$ cat config.mk
export PLATFORM = sky130hd
export DESIGN_NAME = muldiv_sequencer
export DESIGN_NICKNAME = d
export VERILOG_FILES = /design/src/rtl/mips_pkg.sv /design/src/rtl/muldiv_datapath.sv /design/src/rtl/muldiv_sequencer.sv
export SDC_FILE = /design/constraint.sdc
export NUM_CORES = 1
export LEC_CHECK = 0
export BUFFER_PORTS_ARGS = -buffer_cell sky130_fd_sc_hd__buf_2
export CORE_MARGIN = 2
export CORE_UTILIZATION = 25
export CTS_CLUSTER_SIZE = 14
export DETAILED_ROUTE_END_ITERATION = 10
export GPL_TIMING_DRIVEN = 1
export HOLD_SLACK_MARGIN = 0.05
export PLACE_DENSITY = 0.4
export SLEW_MARGIN = 20
export SYNTH_ARGS = -nofsm -noshare
export SYNTH_HDL_FRONTEND = slang
export SYNTH_SLANG_ARGS = --single-unit
export TNS_END_PERCENT = 100
$ cat constraint.sdc
create_clock -name Clk -period 3.8 [get_ports Clk]
set_input_delay 0.38 -clock Clk [delete_from_list [all_inputs] [get_ports Clk]]
set_output_delay 0.38 -clock Clk [all_outputs]
set_load 0.005 [all_outputs]
$ cat src/rtl/mips_pkg.sv
// mips_pkg: shared definitions for the multiply/divide sequencer.
//   - MIPS R-type funct codes served by the HI/LO unit
//   - sequencer state enum and datapath mode enum
//   - funct classification helpers
package mips_pkg;

  localparam logic [5:0] FN_MFHI  = 6'h10;
  localparam logic [5:0] FN_MTHI  = 6'h11;
  localparam logic [5:0] FN_MFLO  = 6'h12;
  localparam logic [5:0] FN_MTLO  = 6'h13;
  localparam logic [5:0] FN_MULT  = 6'h18;
  localparam logic [5:0] FN_MULTU = 6'h19;
  localparam logic [5:0] FN_DIV   = 6'h1A;
  localparam logic [5:0] FN_DIVU  = 6'h1B;

  typedef enum logic [1:0] {
    IDLE = 2'd0,
    MUL  = 2'd1,
    DIV  = 2'd2,
    FIX  = 2'd3
  } muldiv_state_t;

  typedef enum logic {
    MODE_MUL = 1'b0,
    MODE_DIV = 1'b1
  } dp_mode_t;

  // Functs that start a multi-cycle operation.
  function automatic logic fn_is_muldiv(input logic [5:0] fn);
    return (fn == FN_MULT) || (fn == FN_MULTU) || (fn == FN_DIV) || (fn == FN_DIVU);
  endfunction

  // Every funct owned by this unit; only these may stall the pipeline.
  function automatic logic fn_is_known(input logic [5:0] fn);
    return fn_is_muldiv(fn) || (fn == FN_MFHI) || (fn == FN_MTHI) ||
           (fn == FN_MFLO) || (fn == FN_MTLO);
  endfunction

endpackage

$ cat src/rtl/muldiv_datapath.sv
// muldiv_datapath: 2*WIDTH accumulator with one radix-2 multiply step
// (shift-add) or one restoring divide step (shift-subtract) per enabled cycle.
// Operands are unsigned magnitudes; sign handling lives in the sequencer.
// Ports:
//   i_clk, i_rst_n    clock, async active-low reset
//   i_load            capture magnitudes and mode, initialise accumulator
//   i_step            perform one iteration in the captured mode
//   i_mode            MODE_MUL / MODE_DIV, sampled with i_load
//   i_mag_a, i_mag_b  multiplicand/dividend and multiplier/divisor magnitudes
//   o_hi, o_lo        raw accumulator halves (product, or remainder/quotient)
//   o_mplier_done     the step about to run leaves the multiplier at zero
module muldiv_datapath
  import mips_pkg::*;
#(
  parameter int WIDTH = 32
) (
  input  logic             i_clk,
  input  logic             i_rst_n,
  input  logic             i_load,
  input  logic             i_step,
  input  dp_mode_t         i_mode,
  input  logic [WIDTH-1:0] i_mag_a,
  input  logic [WIDTH-1:0] i_mag_b,
  output logic [WIDTH-1:0] o_hi,
  output logic [WIDTH-1:0] o_lo,
  output logic             o_mplier_done
);

  logic [2*WIDTH-1:0] r_acc, w_acc_nxt;
  logic [2*WIDTH-1:0] r_mcand, w_mcand_nxt;
  logic [WIDTH-1:0]   r_opb, w_opb_nxt;
  dp_mode_t           r_mode;
  logic [WIDTH:0]     w_rem_sh;
  logic [WIDTH-1:0]   w_diff;

  // Divide: partial remainder shifted left by one with the next dividend bit.
  // The subtraction is kept to WIDTH bits; when it is taken the true result
  // always fits, and with a zero divisor the truncation makes HI end up
  // holding the dividend.
  assign w_rem_sh = r_acc[2*WIDTH-1:WIDTH-1];
  assign w_diff   = w_rem_sh[WIDTH-1:0] - r_opb;

  always_comb begin
    w_acc_nxt   = r_acc;
    w_mcand_nxt = r_mcand;
    w_opb_nxt   = r_opb;
    if (i_load) begin
      w_acc_nxt   = (i_mode == MODE_DIV) ? {{WIDTH{1'b0}}, i_mag_a} : '0;
      w_mcand_nxt = {{WIDTH{1'b0}}, i_mag_a};
      w_opb_nxt   = i_mag_b;
    end else if (i_step) begin
      if (r_mode == MODE_MUL) begin
        // Multiplicand shifts left so the product needs no realignment
        // when the multiply ends early.
        if (r_opb[0]) begin
          w_acc_nxt = r_acc + r_mcand;
        end
        w_mcand_nxt = {r_mcand[2*WIDTH-2:0], 1'b0};
        w_opb_nxt   = {1'b0, r_opb[WIDTH-1:1]};
      end else begin
        if (w_rem_sh >= {1'b0, r_opb}) begin
          w_acc_nxt = {w_diff, r_acc[WIDTH-2:0], 1'b1};
        end else begin
          w_acc_nxt = {r_acc[2*WIDTH-2:0], 1'b0};
        end
      end
    end
  end

  always_ff @(posedge i_clk or negedge i_rst_n) begin
    if (!i_rst_n) begin
      r_acc   <= '0;
      r_mcand <= '0;
      r_opb   <= '0;
      r_mode  <= MODE_MUL;
    end else begin
      r_acc   <= w_acc_nxt;
      r_mcand <= w_mcand_nxt;
      r_opb   <= w_opb_nxt;
      if (i_load) begin
        r_mode <= i_mode;
      end
    end
  end

  assign o_hi          = r_acc[2*WIDTH-1:WIDTH];
  assign o_lo          = r_acc[WIDTH-1:0];
  assign o_mplier_done = (r_opb[WIDTH-1:1] == '0);

endmodule

$ cat src/rtl/muldiv_sequencer.sv
// muldiv_sequencer: iterative MIPS MULT/MULTU/DIV/DIVU unit owning HI/LO,
// serving MFHI/MFLO/MTHI/MTLO and stalling the pipeline while busy.
// Build option: MULDIV_EARLY_OUT_EN -- multiplies stop once the remaining
// multiplier magnitude is zero (at least one iteration); divides always run
// WIDTH iterations.
// Ports:
//   Clk, Reset_n          clock, async active-low reset
//   Start, FuncCode       EX-stage R-type op and its funct field
//   OperandA, OperandB    rs / rt values
//   Flush                 squash any in-flight op
//   Stall                 known funct presented while busy
//   Result                HI for MFHI, LO for MFLO (when idle), else 0
//   Hi, Lo                architectural HI/LO registers
//   Busy                  operation in flight
//   Done, DivByZero       one-cycle pulses after HI/LO are written
//
// state | meaning
// IDLE  | waiting; MTxx/MFxx served, mul/div accepted
// MUL   | shift-add iterations
// DIV   | restoring shift-subtract iterations
// FIX   | sign correction, HI/LO write
module muldiv_sequencer
  import mips_pkg::*;
#(
  parameter int WIDTH = 32
) (
  input  logic             Clk,
  input  logic             Reset_n,
  input  logic             Start,
  input  logic [5:0]       FuncCode,
  input  logic [WIDTH-1:0] OperandA,
  input  logic [WIDTH-1:0] OperandB,
  input  logic             Flush,
  output logic             Stall,
  output logic [WIDTH-1:0] Result,
  output logic [WIDTH-1:0] Hi,
  output logic [WIDTH-1:0] Lo,
  output logic             Busy,
  output logic             Done,
  output logic             DivByZero
);

  localparam int CW = $clog2(WIDTH + 1);

`ifdef MULDIV_EARLY_OUT_EN
  localparam logic EARLY_OUT = 1'b1;
`else
  localparam logic EARLY_OUT = 1'b0;
`endif

  muldiv_state_t      r_state, w_state_nxt;
  logic [CW-1:0]      r_cnt;
  logic [WIDTH-1:0]   r_hi, r_lo;
  logic               r_done, r_dbz_pulse;
  logic               r_div_op, r_div_zero, r_neg_lo, r_neg_hi;

  logic               w_idle, w_accept, w_load, w_step, w_last, w_fix_wr;
  logic               w_div_fn, w_signed_fn, w_sa, w_sb;
  logic               w_mthi, w_mtlo;
  logic [WIDTH-1:0]   w_mag_a, w_mag_b;
  logic [WIDTH-1:0]   w_dp_hi, w_dp_lo;
  logic               w_mplier_done;
  logic [2*WIDTH-1:0] w_prod, w_prod_fix;
  logic [WIDTH-1:0]   w_fix_hi, w_fix_lo;

  assign w_idle      = (r_state == IDLE);
  assign w_div_fn    = (FuncCode == FN_DIV) || (FuncCode == FN_DIVU);
  assign w_signed_fn = (FuncCode == FN_MULT) || (FuncCode == FN_DIV);
  assign w_sa        = w_signed_fn & OperandA[WIDTH-1];
  assign w_sb        = w_signed_fn & OperandB[WIDTH-1];
  assign w_mag_a     = w_sa ? -OperandA : OperandA;
  assign w_mag_b     = w_sb ? -OperandB : OperandB;

  assign w_accept = Start & w_idle & ~Flush & fn_is_muldiv(FuncCode);
  assign w_mthi   = Start & w_idle & ~Flush & (FuncCode == FN_MTHI);
  assign w_mtlo   = Start & w_idle & ~Flush & (FuncCode == FN_MTLO);
  assign w_fix_wr = (r_state == FIX) & ~Flush;

  assign w_last = (r_cnt == CW'(1)) |
                  (EARLY_OUT & (r_state == MUL) & w_mplier_done);

  always_comb begin
    w_state_nxt = r_state;
    w_load      = 1'b0;
    w_step      = 1'b0;
    if (Flush) begin
      w_state_nxt = IDLE;
    end else begin
      case (r_state)
        IDLE: begin
          if (w_accept) begin
            w_load      = 1'b1;
            w_state_nxt = w_div_fn ? DIV : MUL;
          end
        end
        MUL, DIV: begin
          w_step = 1'b1;
          if (w_last) begin
            w_state_nxt = FIX;
          end
        end
        FIX:     w_state_nxt = IDLE;
        default: w_state_nxt = IDLE;
      endcase
    end
  end

  always_ff @(posedge Clk or negedge Reset_n) begin
    if (!Reset_n) begin
      r_state <= IDLE;
    end else begin
      r_state <= w_state_nxt;
    end
  end

  muldiv_datapath #(.WIDTH(WIDTH)) u_datapath (
    .i_clk         (Clk),
    .i_rst_n       (Reset_n),
    .i_load        (w_load),
    .i_step        (w_step),
    .i_mode        (w_div_fn ? MODE_DIV : MODE_MUL),
    .i_mag_a       (w_mag_a),
    .i_mag_b       (w_mag_b),
    .o_hi          (w_dp_hi),
    .o_lo          (w_dp_lo),
    .o_mplier_done (w_mplier_done)
  );

  // Products are negated as one 2*WIDTH value; quotient and remainder are
  // corrected independently (remainder follows the dividend's sign).
  assign w_prod     = {w_dp_hi, w_dp_lo};
  assign w_prod_fix = r_neg_lo ? -w_prod : w_prod;

  always_comb begin
    w_fix_hi = w_prod_fix[2*WIDTH-1:WIDTH];
    w_fix_lo = w_prod_fix[WIDTH-1:0];
    if (r_div_op) begin
      w_fix_hi = r_neg_hi ? -w_dp_hi : w_dp_hi;
      w_fix_lo = r_div_zero ? {WIDTH{1'b1}} : (r_neg_lo ? -w_dp_lo : w_dp_lo);
    end
  end

  always_ff @(posedge Clk or negedge Reset_n) begin
    if (!Reset_n) begin
      r_cnt       <= '0;
      r_hi        <= '0;
      r_lo        <= '0;
      r_done      <= 1'b0;
      r_dbz_pulse <= 1'b0;
      r_div_op    <= 1'b0;
      r_div_zero  <= 1'b0;
      r_neg_lo    <= 1'b0;
      r_neg_hi    <= 1'b0;
    end else begin
      r_done      <= w_fix_wr;
      r_dbz_pulse <= w_fix_wr & r_div_zero;

      if (Flush) begin
        r_cnt <= '0;
      end else if (w_load) begin
        r_cnt <= CW'(WIDTH);
      end else if (w_step) begin
        r_cnt <= w_last ? '0 : r_cnt - CW'(1);
      end

      if (w_load) begin
        r_div_op   <= w_div_fn;
        r_div_zero <= w_div_fn & (OperandB == '0);
        r_neg_lo   <= w_sa ^ w_sb;
        r_neg_hi   <= w_div_fn ? w_sa : (w_sa ^ w_sb);
      end

      if (w_fix_wr) begin
        r_hi <= w_fix_hi;
        r_lo <= w_fix_lo;
      end else begin
        if (w_mthi) r_hi <= OperandA;
        if (w_mtlo) r_lo <= OperandA;
      end
    end
  end

  always_comb begin
    Result = '0;
    if (Start && w_idle) begin
      case (FuncCode)
        FN_MFHI: Result = r_hi;
        FN_MFLO: Result = r_lo;
        default: Result = '0;
      endcase
    end
  end

  assign Stall     = Start & fn_is_known(FuncCode) & ~w_idle;
  assign Busy      = ~w_idle;
  assign Hi        = r_hi;
  assign Lo        = r_lo;
  assign Done      = r_done;
  assign DivByZero = r_dbz_pulse;

endmodule

==> results of run 1 <==
==> kinds of logic (layout without fill, tap and decap cells) <==
family / after synthesis / in the layout / synth area share [%]
and+or+nand+nor: 914 / 914 / 20.6
AOI/OAI and AO/OA: 820 / 820 / 25.4
muxes: 90 / 90 / 4.48
adders and majority gates: 106 / 106 / 6.61
buffers and inverters: 251 / 430 / 4.73
DFF: 238 / 238 / 29.4
xor gates and xnor gates: 205 / 205 / 8.85
==> power breakdown <==
group / total (W) / leakage (nW) / internal (W) / switching, W
combinational: 0.0137 / 6.80 / 0.00537 / 0.00830
sequential: 0.00463 / 3.02 / 0.00354 / 0.00109
clock: 0.00325 / 0.539 / 0.00189 / 0.00136
==> path summary, 6_finish.rpt <==
kind                            slack [ps]                     end              startpoint
worst min-delay path                   150                   Lo[4]             OperandA[4]
worst max-delay path                   130    u_datapath.r_acc[62]   u_datapath.r_mcand[0]
min in group asynchronous              470                   Lo[5]                 Reset_n
worst max register to register         130    u_datapath.r_acc[62]   u_datapath.r_mcand[0]
max in group asynchronous             2160  u_datapath.r_mcand[63]                 Reset_n
worst min register to register         520  u_datapath.r_mcand[41]  u_datapath.r_mcand[40]
==> worst min-delay path: cells and delay by family <==
kind	cells	cell delay (ps)
buffers and inverters	1	140
AOI/OAI and AO/OA	1	80
and+or+nand+nor	1	60
==> metal layers <==
metal / vias up / wire, µm / track usage [%]
met3: 106 / 4120 / 2.24
li1: 9743 / - / -
met2: 561 / 42200 / 35.3
met5: - / 10 / 0
met4: 2 / 2220 / 5.62
met1: 10200 / 38500 / 26.9
==> through the flow <==
| step | power, W | worst slack (ps) |
|---|---|---|
| 2_1_floorplan | 0.0133 | 712 |
| 3_3_place_gp | 0.0182 | -77.2 |
| 3_5_place_dp | 0.0182 | -53.1 |
| 4_1_cts | 0.0216 | 115 |
| 5_1_grt | 0.0231 | 8.90 |
| 6_report | 0.0216 | 130 |
==> cells in the final DEF, fill, tap and decap left out, types with 42 or more instances in the layout <==
master	instances
sky130_fd_sc_hd__nor3_1	57
sky130_fd_sc_hd__a211oi_1	42
sky130_fd_sc_hd__a21o_1	56
sky130_fd_sc_hd__xor2_1	106
sky130_fd_sc_hd__buf_2	172
sky130_fd_sc_hd__xnor2_1	99
sky130_fd_sc_hd__inv_1	79
sky130_fd_sc_hd__o21ai_0	165
sky130_fd_sc_hd__nand2_1	412
sky130_fd_sc_hd__ha_1	104
sky130_fd_sc_hd__buf_4	112
sky130_fd_sc_hd__a21oi_1	252
sky130_fd_sc_hd__a31oi_1	51
sky130_fd_sc_hd__nor2_1	198
sky130_fd_sc_hd__dfrtp_1	237
sky130_fd_sc_hd__mux2i_1	83
==> sequential cells by signal, indices dropped and copies added, names as in the netlist <==
register / count
DivByZero: 1
Done: 1
Hi: 32
Lo: 32
r_cnt: 6
r_div_zero: 1
r_neg_hi: 1
r_neg_lo: 1
r_state: 2
u_datapath.r_acc: 64
u_datapath.r_mcand: 64
u_datapath.r_mode: 1
u_datapath.r_opb: 32
==> what timing repair did <==
item,4_1_cts,5_1_grt
endpoints found under the setup margin,6,8
resized for setup,1,5
endpoints found under the hold margin,102,0
hold buffers,1,0
pin swaps,0,1
==> layout make-up <==
type                       instances  area (µm²)
timing repair buffer             290        1810
sequential                       238        5960
fill                            8748       56500
clock inverter                    14         149
inverter                          81         304
multi-input combinational       2135       13400
tap                             1060        1330
clock buffer                      45         943
==> Yosys cell counts (all sizes together) (38+ instances only) <==
library cell	instances	share of area (%)
nor3	58	1.5
a31oi	51	1.6
xnor2	99	4.3
xor2	106	4.6
o21ai	187	4.7
nor2	201	3.7
nand2	412	7.6
ha	104	6.4
mux2i	83	4.1
inv	80	1.5
a211oi	42	1.6
a21oi	253	6.2
o211ai	38	1.4
clkbuf	140	2.6
a21o	56	2.1
dfrtp	238	29
==> report_table.html, run 1 <==
<table>
<tr><th>Metric</th><th>Value</th></tr>
<tr><th colspan="2">Synth</th></tr>
<tr><td>Yosys warning count</td><td>0</td></tr>
<tr><td>Synth cell types</td><td>84</td></tr>
<tr><td>Post-synthesis average cell area</td><td>7.73 µm²</td></tr>
<tr><td>Total nets after synthesis</td><td>2804</td></tr>
<tr><td>Share of the yosys chip area belonging to registers</td><td>29.4%</td></tr>
<tr><td>Count of flip-flops with a built-in enable after synthesis</td><td>0</td></tr>
<tr><td>Number of synthesized register bits</td><td>238</td></tr>
<tr><td>Primary FF master, synth</td><td>sky130_fd_sc_hd__dfrtp_1</td></tr>
<tr><td>Proportion of register bits with asynchronous set or reset after synthesis</td><td>100%</td></tr>
<tr><td>Number of instances in the synthesized netlist</td><td>2624</td></tr>
<tr><td>Cell area after synthesis</td><td>20300 µm²</td></tr>
<tr><th colspan="2">Detailed routing</th></tr>
<tr><td>Overall routed net length</td><td>87000 µm</td></tr>
<tr><td>Total iterations of the first detailed-routing run</td><td>5</td></tr>
<tr><td>Routed length per placed instance</td><td>22.5 µm</td></tr>
<tr><td>Number of violations reported at the end of detailed-routing iteration 0</td><td>1425</td></tr>
<tr><td>Post-detailed-route via-to-cell ratio</td><td>5.33</td></tr>
<tr><td>Antenna Violating Nets Remaining</td><td>0</td></tr>
<tr><td>Count of vias placed by the detailed router</td><td>20600</td></tr>
<tr><td>Number of remaining DRC errors</td><td>0</td></tr>
<tr><th colspan="2">Setup path</th></tr>
<tr><td>Arrival time reported for the critical path endpoint</td><td>4120 ps</td></tr>
<tr><td>Worst path cell trace</td><td>ha_1 -&gt; fa_1 -&gt; a21o_1 -&gt; a31oi_1 -&gt; or4_1 -&gt; a21oi_1 -&gt; o211ai_1 -&gt; a311oi_1 -&gt; buf_4 -&gt; o21ai_1 -&gt; o31a_1 -&gt; xor2_1 -&gt; o21ai_0</td></tr>
<tr><td>CP delay by family, top</td><td>compound AO/OA/AOI/OAI gates</td></tr>
<tr><td>Levels on crit path</td><td>13</td></tr>
<tr><td>Maximum cell stage delay along the critical path</td><td>630 ps</td></tr>
<tr><td>Worst setup EP type</td><td>flop</td></tr>
<tr><td>Worst r2r path cells</td><td>13</td></tr>
<tr><td>Sum of buffers and inverters on the critical path</td><td>1</td></tr>
<tr><td>Maximum fanout along the worst path</td><td>4</td></tr>
<tr><td>Required @ worst endpoint</td><td>4250 ps</td></tr>
<tr><td>Critical path startpoint category</td><td>flop</td></tr>
<tr><td>CP max-delay cell</td><td>sky130_fd_sc_hd__or4_1</td></tr>
<tr><td>Critical path type</td><td>flop to flop</td></tr>
<tr><th colspan="2">STA</th></tr>
<tr><td>Unrepaired setup endpoints after global routing</td><td>false</td></tr>
<tr><td>Hold slack final</td><td>152 ps</td></tr>
<tr><td>Max Slew Vio Count</td><td>0</td></tr>
<tr><td>Maximum clock frequency</td><td>0.272 GHz</td></tr>
<tr><td>Final worst path period need</td><td>3670 ps</td></tr>
<tr><td>Transition at the pin with the smallest max-transition slack</td><td>1030 ps</td></tr>
<tr><td>Share of the clock period used by the worst path</td><td>96.6%</td></tr>
<tr><td>Final Hold Viols</td><td>0</td></tr>
<tr><td>Number of setup violations in the final report</td><td>0</td></tr>
<tr><td>Layout Skew</td><td>42.0 ps</td></tr>
<tr><td>Setup TNS after final layout</td><td>0 ps</td></tr>
<tr><td>Worst slew margin relative to its limit</td><td>31.3%</td></tr>
<tr><th colspan="2">Die</th></tr>
<tr><td>Die area</td><td>83500 µm²</td></tr>
<tr><td>Total I/O pin count</td><td>174</td></tr>
<tr><td>Die outline width</td><td>289 µm</td></tr>
<tr><td>Num rows</td><td>104</td></tr>
<tr><td>Die extent in y</td><td>289 µm</td></tr>
<tr><td>Area of the core</td><td>80400 µm²</td></tr>
<tr><td>Initial Utilization</td><td>25.2%</td></tr>
<tr><th colspan="2">Place</th></tr>
<tr><td>Routability cong.</td><td>0.908</td></tr>
<tr><td>Total placed instance area</td><td>22800 µm²</td></tr>
<tr><td>IO buf count</td><td>173</td></tr>
<tr><td>Detailed placement HPWL</td><td>66800 µm</td></tr>
<tr><td>Number of placed instances with taps included</td><td>3803</td></tr>
<tr><th colspan="2">Job</th></tr>
<tr><td>Max-Cap Viols</td><td>0</td></tr>
<tr><th colspan="2">Layout</th></tr>
<tr><td>Fin util</td><td>29.8%</td></tr>
<tr><td>Number of antenna repair diodes</td><td>0</td></tr>
<tr><td>Layout area overhead</td><td>18.0%</td></tr>
<tr><td>Count of placed standard cells in the final layout, fillers left out</td><td>3863</td></tr>
<tr><td>Proportion of layout cells with a drive suffix above 1</td><td>14.1%</td></tr>
<tr><td>Number of nets in the layout</td><td>2960</td></tr>
<tr><td>Fin area</td><td>23900 µm²</td></tr>
<tr><th colspan="2">GRT</th></tr>
<tr><td>Sum of overflow across all layers after global routing</td><td>0</td></tr>
<tr><td>Wire length of the first global-routing pass</td><td>130000 µm</td></tr>
<tr><td>Via count of the first global-routing pass</td><td>20100</td></tr>
<tr><td>Initial antenna violation count</td><td>5</td></tr>
<tr><td>Largest net degree at the start of global routing</td><td>108</td></tr>
<tr><td>Global-route total usage across every layer</td><td>20.4%</td></tr>
<tr><th colspan="2">Clock network</th></tr>
<tr><td>Clock latency reported for the late side of the worst-skew pair</td><td>570 ps</td></tr>
<tr><td>TritonCTS sink count</td><td>238</td></tr>
<tr><td>Total clock buffers created by CTS</td><td>34</td></tr>
<tr><td>CTS Root Buffer Type</td><td>sky130_fd_sc_hd__clkbuf_16</td></tr>
<tr><td>Number of buffers on the longest clock path</td><td>3</td></tr>
<tr><td>Max H-tree Level</td><td>2</td></tr>
<tr><td>CTS clock-pin slew for the worst setup and hold paths</td><td>60 ps</td></tr>
<tr><td>Total setup buffers inserted after CTS</td><td>0</td></tr>
<tr><td>Clock tree from TritonCTS</td><td>done</td></tr>
<tr><th colspan="2">Power and ir drop</th></tr>
<tr><td>Peak supply drop</td><td>0.000496 V</td></tr>
<tr><td>Power per standard cell area</td><td>900 nW/µm²</td></tr>
<tr><td>Leakage power</td><td>10.4 nW</td></tr>
<tr><th colspan="2">Status</th></tr>
<tr><td>Status</td><td>complete, no violations</td></tr>
<tr><th colspan="2">Hold path</th></tr>
<tr><td>Class of the tightest hold or removal check</td><td>input port to flop</td></tr>
<tr><td>Worst Hold Path Cells</td><td>3</td></tr>
</table>
Note: power is estimated with default switching activity, not from simulation.
==> run 2: changes to the inputs <==
clock period = 4.3 ns   (was 3.8 ns; I/O delays follow)
==> report_table.html, run 2 (synthesis results as in run 1) <==
<table>
<tr><th>Metric</th><th>Value</th></tr>
<tr><th colspan="2">Status</th></tr>
<tr><td>Status</td><td>complete, no violations (unchanged)</td></tr>
<tr><th colspan="2">Layout</th></tr>
<tr><td>Most common cell after layout, fill and taps aside</td><td>sky130_fd_sc_hd__nand2_1 (unchanged)</td></tr>
<tr><td>Commonest non-fill, non-tap cells in the layout</td><td>sky130_fd_sc_hd__nand2_1, sky130_fd_sc_hd__a21oi_1, sky130_fd_sc_hd__dfrtp_1 (unchanged)</td></tr>
<tr><td>Registers with the most flip-flops</td><td>u_datapath.r_acc x64, u_datapath.r_mcand x64 (unchanged)</td></tr>
<tr><td>Number of nets in the layout</td><td>2911 (was 2960)</td></tr>
<tr><td>Proportion of layout cells with a drive suffix above 1</td><td>12.4% (was 14.1%)</td></tr>
<tr><td>Layout area overhead</td><td>15.9% (was 18.0%)</td></tr>
<tr><th colspan="2">Die</th></tr>
<tr><td>Initial Utilization</td><td>25.2% (unchanged)</td></tr>
<tr><td>Num rows</td><td>104 (unchanged)</td></tr>
<tr><td>Die extent in y</td><td>289 µm (unchanged)</td></tr>
<tr><td>Die outline width</td><td>289 µm (unchanged)</td></tr>
<tr><td>Total I/O pin count</td><td>174 (unchanged)</td></tr>
<tr><td>Area of the core</td><td>80400 µm² (unchanged)</td></tr>
<tr><td>Die area</td><td>83500 µm² (unchanged)</td></tr>
<tr><th colspan="2">Setup path</th></tr>
<tr><td>Worst path cell trace</td><td>ha_1 -&gt; fa_1 -&gt; a21o_1 -&gt; a31oi_1 -&gt; or4_1 -&gt; a21oi_1 -&gt; o211ai_1 -&gt; a311oi_1 -&gt; o21ai_0 -&gt; o31a_1 -&gt; xor2_1 -&gt; o21ai_0 (was ha_1 -&gt; fa_1 -&gt; a21o_1 -&gt; a31oi_1 -&gt; or4_1 -&gt; a21oi_1 -&gt; o211ai_1 -&gt; a311oi_1 -&gt; buf_4 -&gt; o21ai_1 -&gt; o31a_1 -&gt; xor2_1 -&gt; o21ai_0)</td></tr>
<tr><td>Setup slack, reg-to-reg</td><td>350 ps (was 130 ps)</td></tr>
<tr><td>Crit. Startpoint</td><td>u_datapath.r_acc[0] (was u_datapath.r_mcand[0])</td></tr>
<tr><td>Startpoint of the worst-slack reg-to-reg timing path</td><td>u_datapath.r_acc[0] (was u_datapath.r_mcand[0])</td></tr>
<tr><td>Worst r2r path cells</td><td>12 (was 13)</td></tr>
<tr><td>Worst setup EP type</td><td>flop (unchanged)</td></tr>
<tr><td>Capture point of the worst reg-to-reg path</td><td>u_datapath.r_acc[62] (unchanged)</td></tr>
<tr><td>Arrival time reported for the critical path endpoint</td><td>4420 ps (was 4120 ps)</td></tr>
<tr><td>CP max-delay cell</td><td>sky130_fd_sc_hd__or4_1 (unchanged)</td></tr>
<tr><td>Critical path type</td><td>flop to flop (unchanged)</td></tr>
<tr><td>Maximum fanout along the worst path</td><td>5 (was 4)</td></tr>
<tr><td>Critical path startpoint category</td><td>flop (unchanged)</td></tr>
<tr><td>Required @ worst endpoint</td><td>4770 ps (was 4250 ps)</td></tr>
<tr><td>Most common cell on crit path</td><td>sky130_fd_sc_hd__o21ai_0</td></tr>
<tr><td>Maximum cell stage delay along the critical path</td><td>630 ps (about the same)</td></tr>
<tr><td>Capture point of the critical path</td><td>u_datapath.r_acc[62] (unchanged)</td></tr>
<tr><th colspan="2">Hold path</th></tr>
<tr><td>Class of the tightest hold or removal check</td><td>input port to flop (unchanged)</td></tr>
<tr><th colspan="2">GRT</th></tr>
<tr><td>Sum of overflow across all layers after global routing</td><td>0 (unchanged)</td></tr>
<tr><td>Largest net degree at the start of global routing</td><td>107 (was 108)</td></tr>
<tr><td>Initial antenna violation count</td><td>6 (was 5)</td></tr>
<tr><td>Wire length of the first global-routing pass</td><td>127000 µm (was 130000 µm)</td></tr>
<tr><td>Via count of the first global-routing pass</td><td>19900 (was 20100)</td></tr>
<tr><td>Global-route total usage across every layer</td><td>20.0% (was 20.4%)</td></tr>
<tr><th colspan="2">Clock network</th></tr>
<tr><td>Total clock buffers created by CTS</td><td>34 (unchanged)</td></tr>
<tr><td>Clock latency reported for the late side of the worst-skew pair</td><td>560 ps (was 570 ps)</td></tr>
<tr><td>CTS clock-pin slew for the worst setup and hold paths</td><td>60 ps (about the same)</td></tr>
<tr><td>TritonCTS sink count</td><td>238 (unchanged)</td></tr>
<tr><td>CTS Root Buffer Type</td><td>sky130_fd_sc_hd__clkbuf_16 (unchanged)</td></tr>
<tr><td>Cells resized by post-CTS repair</td><td>0 (was 1)</td></tr>
<tr><td>Clock tree from TritonCTS</td><td>done (unchanged)</td></tr>
<tr><td>Total setup buffers inserted after CTS</td><td>0 (unchanged)</td></tr>
<tr><td>Number of buffers on the longest clock path</td><td>3 (unchanged)</td></tr>
<tr><td>Max H-tree Level</td><td>2 (unchanged)</td></tr>
<tr><th colspan="2">STA</th></tr>
<tr><td>Max Slew Vio Count</td><td>0 (unchanged)</td></tr>
<tr><td>Worst path setup slack after routing</td><td>346 ps (was 130 ps)</td></tr>
<tr><td>Maximum clock frequency</td><td>0.253 GHz (was 0.272 GHz)</td></tr>
<tr><td>Worst slew margin relative to its limit</td><td>34.5% (was 31.3%)</td></tr>
<tr><td>Share of the clock period used by the worst path</td><td>92.0% (was 96.6%)</td></tr>
<tr><td>Final worst path period need</td><td>3950 ps (was 3670 ps)</td></tr>
<tr><td>Layout Skew</td><td>31.3 ps (was 42.0 ps)</td></tr>
<tr><td>Setup TNS after final layout</td><td>0 ps (unchanged)</td></tr>
<tr><td>Number of setup violations in the final report</td><td>0 (unchanged)</td></tr>
<tr><td>Unrepaired setup endpoints after global routing</td><td>false (unchanged)</td></tr>
<tr><td>Final Hold Viols</td><td>0 (unchanged)</td></tr>
<tr><td>Transition at the pin with the smallest max-transition slack</td><td>982 ps (was 1030 ps)</td></tr>
<tr><th colspan="2">Detailed routing</th></tr>
<tr><td>Total iterations of the first detailed-routing run</td><td>5 (unchanged)</td></tr>
<tr><td>Number of violations reported at the end of detailed-routing iteration 0</td><td>1398 (was 1425)</td></tr>
<tr><td>Routed length per placed instance</td><td>22.3 µm (was 22.5 µm)</td></tr>
<tr><td>Number of remaining DRC errors</td><td>0 (unchanged)</td></tr>
<tr><td>Post-detailed-route via-to-cell ratio</td><td>5.37 (was 5.33)</td></tr>
<tr><td>Count of vias placed by the detailed router</td><td>20500 (was 20600)</td></tr>
<tr><td>Antenna Violating Nets Remaining</td><td>0 (unchanged)</td></tr>
<tr><td>Overall routed net length</td><td>85000 µm (was 87000 µm)</td></tr>
<tr><th colspan="2">Place</th></tr>
<tr><td>Routability cong.</td><td>0.910 (was 0.908)</td></tr>
<tr><td>IO buf count</td><td>173 (unchanged)</td></tr>
<tr><td>Minimum setup slack after placement</td><td>416 ps (was -53.1 ps)</td></tr>
<tr><td>Detailed placement HPWL</td><td>65100 µm (was 66800 µm)</td></tr>
<tr><th colspan="2">Power and ir drop</th></tr>
<tr><td>Peak supply drop</td><td>0.000375 V (was 0.000496 V)</td></tr>
<tr><td>Leakage power</td><td>10.1 nW (was 10.4 nW)</td></tr>
<tr><td>Power per standard cell area</td><td>788 nW/µm² (was 900 nW/µm²)</td></tr>
<tr><th colspan="2">Job</th></tr>
<tr><td>Max-Cap Viols</td><td>0 (unchanged)</td></tr>
</table>
## run 2: layer usage
layer / vias to the layer above / GRT usage (%) / wire length [µm]
li1: 9666 / - / -
met1: 10100 / 26.3 / 37500
met2: 637 / 34.0 / 40400
met3: 125 / 2.52 / 4460
met4: 4 / 6.20 / 2580
met5: - / 0 / 27
## run 2: through the flow
stage          area (µm²)  power, W  hold slack (ps)  instances  utilization [%]
6_report            23500    0.0185              183       3815             29.2
4_1_cts             23500    0.0186              159       3814             29.2
3_3_place_gp        22500    0.0157              494       3754             27.9
3_5_place_dp        22500    0.0158              511       3754             27.9
5_1_grt             23500    0.0200              193       3814             29.2
2_1_floorplan       20300    0.0117              134       2624                -
## run 2: cell type report
type,instances,area [µm²]
Fill cell,8745,56900
Inverter,81,304
Multi-Input combinational cell,2135,13400
Clock buffer,50,971
Clock inverter,9,71.3
Timing Repair Buffer,241,1460
Tap cell,1060,1330
Sequential cell,238,5960
Antenna cell,1,2.50
## run 2: how the worst min path moves through the flow
stage / slack (ps) / cells past startpoint / from / end
floorplan: 130 / 0 / Reset_n / DivByZero
global placement: 490 / 2 / r_state[1] / r_state[1]
detailed placement: 510 / 1 / r_cnt[3] / r_cnt[3]
CTS: 160 / 3 / OperandB[1] / u_datapath.r_opb[1]
global route: 190 / 3 / OperandB[1] / u_datapath.r_opb[1]
finish: 180 / 3 / OperandB[1] / u_datapath.r_opb[1]
## run 2: critical path: cells and delay by family (launching register included)
kind	cells	cell delay, ps
and+or+nand+nor	1	630
DFF	1	420
adders and majority gates	2	470
AOI/OAI and AO/OA	8	2220
xor gates and xnor gates	1	140
## run 2: where the power goes
part           leakage (nW)  switching [W]  total (W)  internal, W
Clock                 0.514        0.00116    0.00273      0.00157
Combinational          6.55        0.00703     0.0115      0.00451
Sequential             3.02        0.00115    0.00427      0.00312
Total                  10.1        0.00934     0.0185      0.00921
## run 2: repair_timing
item,CTS,global route
hold endpoints to repair,75,0
setup endpoints to repair,0,0
hold buffers,1,0
